`src/rtl/accum_done_join.sv`:
```
`default_nettype none
// ============================================================================
// Module   : accum_done_join
// Purpose  : Registered join of per-channel accumulator done pulses, with
//            two-deep per-channel capture, duplicate detection and a timeout.
// Revision : 1.0 - initial release
// ============================================================================
module accum_done_join #(
    parameter int N_CH      = 4,
    parameter int TIMEOUT_W = 16
) (
    input  logic                 clk,
    input  logic                 rst,
    input  logic                 start,
    input  logic [N_CH-1:0]      ch_mask,
    input  logic [N_CH-1:0]      ch_done,
    input  logic [TIMEOUT_W-1:0] timeout_cfg,
    output logic                 all_valid,
    input  logic                 all_ready,
    output logic [N_CH-1:0]      pending,
    output logic                 dup_err,
    output logic                 timeout_err
);

    typedef enum logic [1:0] {
        S_IDLE    = 2'd0,
        S_COLLECT = 2'd1,
        S_HOLD    = 2'd2
    } state_t;

    localparam logic [TIMEOUT_W-1:0] c_cnt_one = {{(TIMEOUT_W-1){1'b0}}, 1'b1};
    localparam logic [TIMEOUT_W-1:0] c_cnt_max = '1;

    state_t                r_state;
    logic [N_CH-1:0]       r_mask;
    logic [N_CH-1:0]       r_pending;
    logic [N_CH-1:0]       r_next;
    logic [TIMEOUT_W-1:0]  r_count;
    logic                  r_all_valid;
    logic                  r_dup_err;
    logic                  r_timeout_err;

    logic [N_CH-1:0]       w_pulse;
    logic [N_CH-1:0]       w_to_pend;
    logic [N_CH-1:0]       w_to_next;
    logic [N_CH-1:0]       w_drop;
    logic [N_CH-1:0]       w_pend_nxt;
    logic [TIMEOUT_W-1:0]  w_cfg_last;
    logic                  w_complete;
    logic                  w_timeout;
    logic                  w_handshake;

    // In HOLD every masked pending bit is already set, so the same
    // first-slot / second-slot / drop split serves both COLLECT and HOLD.
    assign w_pulse     = ch_done & r_mask;
    assign w_to_pend   = w_pulse & ~r_pending;
    assign w_to_next   = w_pulse & r_pending & ~r_next;
    assign w_drop      = w_pulse & r_pending & r_next;
    assign w_pend_nxt  = r_pending | w_to_pend;
    assign w_complete  = ((w_pend_nxt & r_mask) == r_mask);
    assign w_cfg_last  = timeout_cfg - c_cnt_one;
    assign w_timeout   = (timeout_cfg != '0) && (r_count == w_cfg_last);
    assign w_handshake = r_all_valid & all_ready;

    always_ff @(posedge clk) begin
        if (rst) begin
            r_state       <= S_IDLE;
            r_mask        <= '0;
            r_pending     <= '0;
            r_next        <= '0;
            r_count       <= '0;
            r_all_valid   <= 1'b0;
            r_dup_err     <= 1'b0;
            r_timeout_err <= 1'b0;
        end else if (start) begin
            r_state       <= S_COLLECT;
            r_mask        <= ch_mask;
            r_pending     <= '0;
            r_next        <= '0;
            r_count       <= '0;
            r_all_valid   <= 1'b0;
            r_dup_err     <= 1'b0;
            r_timeout_err <= 1'b0;
        end else begin
            case (r_state)
                S_COLLECT: begin
                    if (|w_drop) begin
                        r_dup_err <= 1'b1;
                    end
                    if (r_count != c_cnt_max) begin
                        r_count <= r_count + c_cnt_one;
                    end
                    // Completion takes precedence over a coincident timeout.
                    if (w_complete) begin
                        r_pending   <= w_pend_nxt;
                        r_next      <= r_next | w_to_next;
                        r_all_valid <= 1'b1;
                        r_state     <= S_HOLD;
                    end else if (w_timeout) begin
                        r_pending     <= '0;
                        r_next        <= '0;
                        r_timeout_err <= 1'b1;
                        r_state       <= S_IDLE;
                    end else begin
                        r_pending <= w_pend_nxt;
                        r_next    <= r_next | w_to_next;
                    end
                end
                S_HOLD: begin
                    if (|w_drop) begin
                        r_dup_err <= 1'b1;
                    end
                    if (w_handshake) begin
                        // Carried bits seed the next round; a fully covered
                        // mask re-completes on the following COLLECT cycle.
                        r_pending   <= r_next | w_pulse;
                        r_next      <= '0;
                        r_count     <= '0;
                        r_all_valid <= 1'b0;
                        r_state     <= S_COLLECT;
                    end else begin
                        r_next <= r_next | w_to_next;
                    end
                end
                default: begin
                    r_state <= S_IDLE;
                end
            endcase
        end
    end

    assign all_valid   = r_all_valid;
    assign pending     = r_pending;
    assign dup_err     = r_dup_err;
    assign timeout_err = r_timeout_err;

endmodule
`default_nettype wire

```
`config.mk`:
```
export PLATFORM = sky130hd
export DESIGN_NAME = accum_done_join
export DESIGN_NICKNAME = d
export VERILOG_FILES = /design/src/rtl/accum_done_join.sv
export SDC_FILE = /design/constraint.sdc
export NUM_CORES = 1
export LEC_CHECK = 0
export CORE_UTILIZATION = 35
export DETAILED_ROUTE_END_ITERATION = 8
export SETUP_SLACK_MARGIN = 0.1
export SYNTH_ARGS = -nofsm -noshare
export SYNTH_HDL_FRONTEND = slang
export SYNTH_SLANG_ARGS = --single-unit
```
`constraint.sdc`:
```
create_clock -name clk -period 7.9 [get_ports clk]
set_input_delay 1.185 -clock clk [delete_from_list [all_inputs] [get_ports clk]]
set_output_delay 1.185 -clock clk [all_outputs]
set_load 0.005 [all_outputs]
```
==> results of run 1 <==
[power by group]
part           leakage, nW  switching (mW)  internal, mW  total, mW
clock               0.0450          0.0617        0.0610      0.123
combinational        0.589          0.0270        0.0260     0.0530
sequential           0.267         0.00243         0.168      0.171
[layout make-up]
cell class / instances / area share [%]
timing repair buffer: 34 / 12.53
tap: 75 / 3.456
sequential: 33 / 24.33
clock buffer: 6 / 2.673
clock inverter: 2 / 0.3687
inverter: 12 / 1.659
multi-input combinational: 231 / 54.98
[cells in the mapped netlist, types with 2 or more instances]
cell type                   instances  share of area [%]
sky130_fd_sc_hd__nand2_1           13                2.2
sky130_fd_sc_hd__ha_1               4                2.2
sky130_fd_sc_hd__and2_1             2               0.56
sky130_fd_sc_hd__or2_2              3               0.84
sky130_fd_sc_hd__o21ai_0           12                2.7
sky130_fd_sc_hd__and3_1             4                1.1
sky130_fd_sc_hd__a22oi_1            4                1.3
sky130_fd_sc_hd__or4_1              3                1.0
sky130_fd_sc_hd__a31oi_1            3               0.84
sky130_fd_sc_hd__nor3_1             5                1.1
sky130_fd_sc_hd__a21boi_0           2               0.67
sky130_fd_sc_hd__a211oi_1           3                1.0
sky130_fd_sc_hd__a2111oi_4          2                2.5
sky130_fd_sc_hd__clkbuf_1           5               0.84
sky130_fd_sc_hd__nand4_1           13                3.6
sky130_fd_sc_hd__dfxtp_1           33                 30
sky130_fd_sc_hd__o32ai_1            2               0.78
sky130_fd_sc_hd__nor3b_1            2               0.67
sky130_fd_sc_hd__a31o_2             2               0.78
sky130_fd_sc_hd__a21oi_1           23                5.1
sky130_fd_sc_hd__xnor2_1           15                5.9
sky130_fd_sc_hd__nand3_1            8                1.8
sky130_fd_sc_hd__or3_2              2               0.67
sky130_fd_sc_hd__nor4_1             2               0.56
sky130_fd_sc_hd__buf_2              2               0.45
sky130_fd_sc_hd__mux2i_1            4                1.8
sky130_fd_sc_hd__xor2_1            16                6.3
sky130_fd_sc_hd__inv_1             12                2.0
sky130_fd_sc_hd__or3_1              3               0.84
sky130_fd_sc_hd__nor2_1            50                8.4
sky130_fd_sc_hd__nor2b_1            4                1.1
[stage by stage]
stage | power (mW) | hold slack [ps] | instances
5_1_grt | 0.3653 | 523.5 | 393
4_1_cts | 0.3497 | 484.1 | 393
3_5_place_dp | 0.2271 | 462.7 | 385
3_3_place_gp | 0.2271 | 466.2 | 385
6_report | 0.3463 | 477.2 | 393
2_1_floorplan | 0.2021 | 460.4 | 284
[layer usage]
layer	routed length (um)	share of wire [%]	GRT usage, %	vias to the layer above
li1	-	-	-	1106
met1	2781	51	26.13	989
met2	2424	45	27.11	40
met3	160	3.0	3.000	5
met4	44	0.81	4.737	0
met5	0	0	0	-
[critical path, delay by kind of cell]
family	cells	cell delay [ps]
AND/OR/NAND/NOR	3	1260
AO/OA/AOI/OAI	4	1170
adder cells (fa/ha/maj)	1	260
buffers and inverters	2	580
[kinds of logic (layout without fill, tap and decap cells)]
kind of cell    count (synthesis)  in the layout
simple gates                  122            122
compound gates                 70             70
flops                          33             33
xor+xnor                       31             31
buf+inv                        20             54
fa+ha+maj                       4              4
mux                             4              4
[registers in the layout (all words and copies together) (netlist names)]
signal	count
r_count	16
pending	4
r_mask	4
r_next	4
r_state	2
all_valid	1
dup_err	1
timeout_err	1
[final timing paths]
check | to | cells after the start
worst max-delay path | r_state[0]$_SDFFE_PP0P_ | 10
worst min-delay path | dup_err$_SDFFE_PP0P_ | 2
worst max register to register | r_count[14]$_SDFFE_PP0P_ | 8
worst min register to register | dup_err$_SDFFE_PP0P_ | 2
==> reports/summary.md, run 1 <==
The flow ran to the end, and the final reports show no timing, DRC or antenna violations. The repair_antennas step left the layout with diodes totalling 0. The placeable core area came out at 0.006061 mm2. TritonCTS built the clock tree. The required arrival time at the worst endpoint is 8070 ps. The source-to-sink clock delay at the later pin of the worst-skew pair was 280 ps; the leakage power summed over all cells was 0.9010 nW. The path class of the tightest hold or removal check is reg2reg. The total of flip-flops plus latches after synthesis was 33; the number of maximum-capacitance violations was 0. In this run, the number of DRC markers left after iteration 0 of detailed routing was 185. The synthesized design contains 0 enable-type register cells. After detailed routing, the total wire length is 5.411 mm. Cells fill 44.80% of the core in the end. Kind of capture point of the worst setup path: a register.

The via count of the first global-routing pass came out at 1938. After clock tree synthesis, the repair step resized 0 gates. The logs give 36.93% for the starting utilization of the core area and 0.002715 mm2 for the final design instance area without fill. The actual slew at the worst max-slew pin came out at 1107 ps. In this design, the stage delay of the slowest critical-path cell is 640 ps. In this run the worst path has a maximum fanout of 9. Dividing the detail-routed wire length by the instance count gives 13.77 um. The area taken by multi-input logic gates was 0.001493 mm2; the number of hold-slack violations in the final timing report was 0.

The final critical-path required period is 4284 ps, and the fraction of the yosys area taken by sequential cells is 29.51%. Traced cell by cell, the critical path runs through clkdlybuf4s50_1 > inv_1 > ha_1 > or4b_1 > o41ai_1 > a21oi_1 > or4_1 > a2111oi_4 > nor3_1 > o31a_1. Launch instance of the worst register-to-register path: r_state[0]$_SDFFE_PP0P_.

The tools report the nature of the critical path startpoint as an input port. The count of buffers added on input and output ports is 34. The clock tree buffer depth came out at 2. Timing analysis after detailed placement gives a worst setup slack of 3335 ps. The count of unique library cells instantiated by Yosys came out at 57. Clock-pin slew was measured on the worst setup and hold paths at 70 ps.

The critical path is of the in2reg type. The cell at the slowest stage of the critical path is sky130_fd_sc_hd__or4b_1. The signal arrival time at the worst endpoint is 4460 ps, and the register area is 660.6 um2. Global routing finished with a remaining overflow of 0. Clock tree synthesis found a total of 33 sinks. Across all register-to-register paths, the minimum setup slack is 5020 ps. For the global-route usage over all layers, the log shows 18.00%.

The top cell types in the final layout, fill and taps aside, are sky130_fd_sc_hd__nor2_1 (50), sky130_fd_sc_hd__clkdlybuf4s50_1 (34), sky130_fd_sc_hd__dfxtp_1 (33). Dividing total power by cell area gives a power density of 127.6 mW/mm2. Hold path startpoint: dup_err$_SDFFE_PP0P_. Once placement finished, the instance area stood at 0.002633 mm2.

Among all flip-flop cells after synthesis, the most frequent one is sky130_fd_sc_hd__dfxtp_1. The die covers 0.006719 mm2. Dividing the final minimum period by the clock period gives 54.23%. Measured against the total synthesized area, the mux share comes to 1.789%. Across the VDD grid, the largest voltage drop is 0.07537 mV. Routability-driven placement finished with a final weighted congestion of 0.7904. The worst-case setup margin in the final layout is 3616 ps. When the netlist entered floorplanning its net count stood at 316. For the worst clock skew, the log shows 4.783 ps.

Derived from the worst setup path, the maximum achievable clock frequency is 233.4 MHz. The wire-length estimate of the detail-placed layout is 4.085 mm. In the routed design, unresolved DRC markers number 0.

The run gives 0 as the max-slew violation count. The tools report the first element of the critical path as timeout_cfg[0]. The relative area change from synthesis to final layout was 21.30%. Adding up every negative setup slack in the final design gives 0 ps.

The dominant combinational cell family by area after synthesis was simple AND/OR/NAND/NOR gates. The relative slew slack is 25.67%, and the fraction of synthesized cell area in xor and xnor cells is 12.13%. The tools report the length of the first detailed-routing pass in iterations as 4. The run gives 0 as the initial antenna violation count. The net count of the finished layout is 349. The adder and majority cell fraction of the synthesized area is 2.236%, and the count of vias placed by the detailed router is 2140. Counting the buffers created by CTS gives 5. Yosys printed 0 warnings. The die is 81.97 um tall. The first global-routing pass estimated 9.301 mm of wire.

The hold buffer count at cts is 0. Setup violations remaining at the end of the flow were counted as 0. Entering global routing, the biggest net connects 17 pins.

The share of async-settable or async-resettable flops after synthesis came out at 0%. The width of the die is 81.97 um, and the average vias per placed instance is 5.445. Row generation in the floorplan step produced 28 rows. For this design the top-level I/O count stands at 35. The run gives 0.002238 mm2 as the area of the mapped netlist. The post-synthesis compound-gate area fraction is 22.58%.

The number of standard cells after synthesis came out at 284. The most common cell after layout, fill and taps aside was sky130_fd_sc_hd__nor2_1. In the final layout, the share of cells above drive strength 1 is 7.233%. Once detail routing completed, the nets flagged for antenna violations numbered 0. The mean post-synth cell area is 7.882 um2. Number of setup buffers added after CTS: 0. Fill cells in the final layout number 626.

The H-tree was split into 2 levels. The synthesized netlist devotes 27.95% of its cell area to simple gates. The cell sitting at the root of the clock tree is a sky130_fd_sc_hd__clkbuf_8. Setup repair after global routing left no endpoint under its margin.
Power figures use the tool's default switching activity.
==> inputs of run 2 (changes only) <==
clock period = 4.5 ns   (was 7.9 ns; I/O delays follow)
==> run 2 against run 1 <==
  * Global-route usage shrank 0.16 points
  * Register-to-register slack got worse by 3300 ps
  * Design area up 0.28%
  * Non-clock buffer count grew 1
  * Utilization up 0.12 points
  * Die area did not move
  * Hold slack gained 1.8 ps
  * Critical endpoint is now r_next[1]$_SDFFE_PP0P_
  * Largest cell class unchanged
==> reports/summary.md, run 2 (synthesized netlist as in run 1, its figures left out) <==
The total routed wirelength came out at 5.379 mm (-0.59%). The clock tree buffer depth was 2 (unchanged). The top cell types in the final layout, fill and taps aside, are sky130_fd_sc_hd__nor2_1 (50), sky130_fd_sc_hd__clkdlybuf4s50_1 (34), sky130_fd_sc_hd__dfxtp_1 (33).

The CTS root buffer is sky130_fd_sc_hd__clkbuf_8. The number of setup buffers added after CTS was 0 (unchanged). The worst clock skew came out at 7.090 ps (+2.307 ps). From synthesis to final layout, the design area changed by 21.63%. The power per cell area came out at 223.1 mW/mm2 (+75%).

The number of hold-slack violations in the final timing report was 0 (unchanged). Traced cell by cell, the critical path runs through clkdlybuf4s50_1 > inv_1 > ha_1 > or4b_1 > o41ai_1 > a21oi_1 > or4_1 > a2111oi_4 > a31o_2 > a21oi_1. The pre-CTS setup slack came out at 475.0 ps (-2860 ps). TritonCTS built the clock tree. For the placeable core area, the log shows 0.006061 mm2 (unchanged). The overall overflow remaining after global route is 0 (unchanged), and the number of nets in the finished design is 350 (+0.29%). The tools report the initial antenna violation count as 0 (unchanged). The reg-to-reg endpoint was r_count[14]$_SDFFE_PP0P_.

The logs give 394 (+0.25%) for the final non-filler cell total and 0 (unchanged) for the total inserted antenna cells. The routed length per placed instance came out at 13.65 um (-0.84%). The logs give 0.6074 mW (+75%) for the total power and 0 (unchanged) for the number of gates resized after cts. For the global-route wire length before repair, the log shows 9.135 mm (-1.8%).

The required arrival time at the worst endpoint was 4670 ps (-3400 ps); the worst hold path stage count was 2 (unchanged). The worst register-to-register path begins at r_state[0]$_SDFFE_PP0P_. The tools report the maximum clock frequency as 265.5 MHz.

For hold timing, the worst endpoint is dup_err$_SDFFE_PP0P_. The number of fill cells was 627 (+0.16%); the actual slew at the worst max-slew pin was 835.4 ps (-272.1 ps). The detailed placement HPWL came out at 4.157 mm (+1.8%).

The tools report the relative slew slack as 43.60% (+18 points). The run gives 0 (unchanged) as the hold buffer count at cts. Die height: 81.97 um (unchanged). The clock-pin transition on the worst setup and hold timing paths came out at 70 ps (about the same). STA classifies the critical path startpoint as an input port. For the number of DRC markers in iteration 0, the log shows 130 (-30%). The number of input and output port buffers inserted works out to 34 (unchanged). The width of the die is 81.97 um (unchanged), and the post-place instance area is 0.002640 mm2 (+0.29%). Maximum cell stage delay along the critical path: 650 ps (about the same). The routed design could run at a clock period as short as 3766 ps. The largest fanout on the critical path was 9 (unchanged); the area taken by multi-input logic gates was 0.001493 mm2 (unchanged).

The slack of the worst reg-to-reg path came out at 1680 ps (-3340 ps). The logs give 0.006719 mm2 (unchanged) for the die area and 280 ps (about the same) for the source-to-sink clock delay at the later pin of the worst-skew pair. The placed cell count was 386 (+0.26%); the flip-flop count of the largest register, all copies and words added was 16 (unchanged). The length of the first detailed-routing pass in iterations was 4 (unchanged).

The tools report the leakage power summed over all cells as 0.9055 nW (+0.50%). The via count of the first global-routing pass was 1961 (+1.2%). For the maximum VDD drop, the log shows 0.1165 mV (+55%).

More flip-flops sit in one register than any other, and that register is r_count. Total negative slack for setup checks: 0 ps (unchanged). Setup repair after global routing left no endpoint under its margin. The max-slew violation count is 0 (unchanged). The tightest min-delay check is of the reg2reg type. The worst hold path begins at dup_err$_SDFFE_PP0P_.

Signal arrival time at the worst endpoint: 3940 ps (-520 ps). The count of cells along the worst register-to-register path came out at 8 (unchanged). The number of nets still failing antenna checks after routing was 0 (unchanged). The run gives 0 (unchanged) as the residual DRC count.

The run finished with clean final reports. The largest net degree at the start of global routing was 17 (unchanged). The average vias per placed instance was 5.462 (+0.31%); the number of maximum-capacitance violations was 0 (unchanged). The run gives 36.93% (unchanged) as the starting utilization of the core area. The most numerous cell type found on the critical path is sky130_fd_sc_hd__a21oi_1. The number of ports placed on the die boundary was 35 (unchanged). The most common cell after layout, fill and taps aside is sky130_fd_sc_hd__nor2_1. The maximum level of the CTS H-tree is 2 (unchanged), and the final design instance area without fill is 0.002723 mm2 (+0.28%).

The count of vias placed by the detailed router is 2152 (+0.56%). In the finished design, the share of the clock period the worst path needs comes to 83.70%. The tools report the count of standard-cell rows as 28 (unchanged).

The final number of setup-violating endpoints was 0 (unchanged). Kind of capture point of the worst setup path: a register. The final weighted congestion in routability-driven placement came out at 0.7900 (about the same). Layout cell share with drive strength beyond 1: 7.524% (+0.29 points). The run gives 5 (unchanged) as the number of buffers inserted during clock tree synthesis. The largest individual stage delay along the critical path comes from the cell sky130_fd_sc_hd__or4b_1.

The number of clock sinks was 33 (unchanged); the register area was 660.6 um2 (unchanged). Type of the worst setup path: in2reg. The run gives 17.84% (-0.16 points) as the global-route usage over all layers.

The run gives 733.6 ps (-2883 ps) as the worst-case setup margin in the final layout.
[run 2: changes by cell type in the layout (fill, tap and decap cells not counted)]
cell / delta
sky130_fd_sc_hd__buf_4: +1
[run 2: cell type report]
cell class              count  share of cell area [%]
inverters                  12                   1.654
well taps                  75                   3.447
multi-input cells         231                   54.83
repair buffers             35                   12.78
flip-flops and latches     33                   24.26
clock inverters             2                  0.3676
clock buffers               6                   2.665
[run 2: worst max path at each step]
| stage | cells past startpoint | slack, ps | from | end |
|---|---|---|---|---|
| detailed placement | 10 | 480 | timeout_cfg[0] | r_next[3]$_SDFFE_PP0P_ |
| global route | 10 | 500 | timeout_cfg[0] | r_next[2]$_SDFFE_PP0P_ |
| global placement | 10 | 560 | timeout_cfg[0] | r_next[2]$_SDFFE_PP0P_ |
| CTS | 10 | 750 | timeout_cfg[0] | r_next[1]$_SDFFE_PP0P_ |
| floorplan | 10 | 1330 | timeout_cfg[0] | r_state[0]$_SDFFE_PP0P_ |
| finish | 10 | 730 | timeout_cfg[0] | r_next[1]$_SDFFE_PP0P_ |
[run 2: per-layer routing]
layer	track usage, %	part of all wire (%)	vias up
met5	0	0	-
met3	3.444	3.8	7
li1	-	-	1103
met1	24.42	50	1000
met2	28.10	45	42
met4	5.263	1.1	0
[run 2: power by group]
part	internal (mW)	switching [mW]
Sequential	0.295	0.00424
Combinational	0.0462	0.0477
Clock	0.107	0.107
Total	0.449	0.159
[run 2: worst max-delay path: cells and delay by family]
| family | cells | cell delay (ps) |
|---|---|---|
| buffers and inverters | 2 | 570 |
| AO/OA/AOI/OAI | 5 | 1260 |
| adder cells (fa/ha/maj) | 1 | 270 |
| AND/OR/NAND/NOR | 2 | 1170 |
[run 2: metrics by stage]
step | util (%) | hold slack (ps)
finish | 44.92 | 479.0
global route | 44.92 | 525.8
CTS | 44.92 | 483.5
detailed placement | 43.56 | 462.7
global placement | 43.56 | 465.6
floorplan | - | 460.4
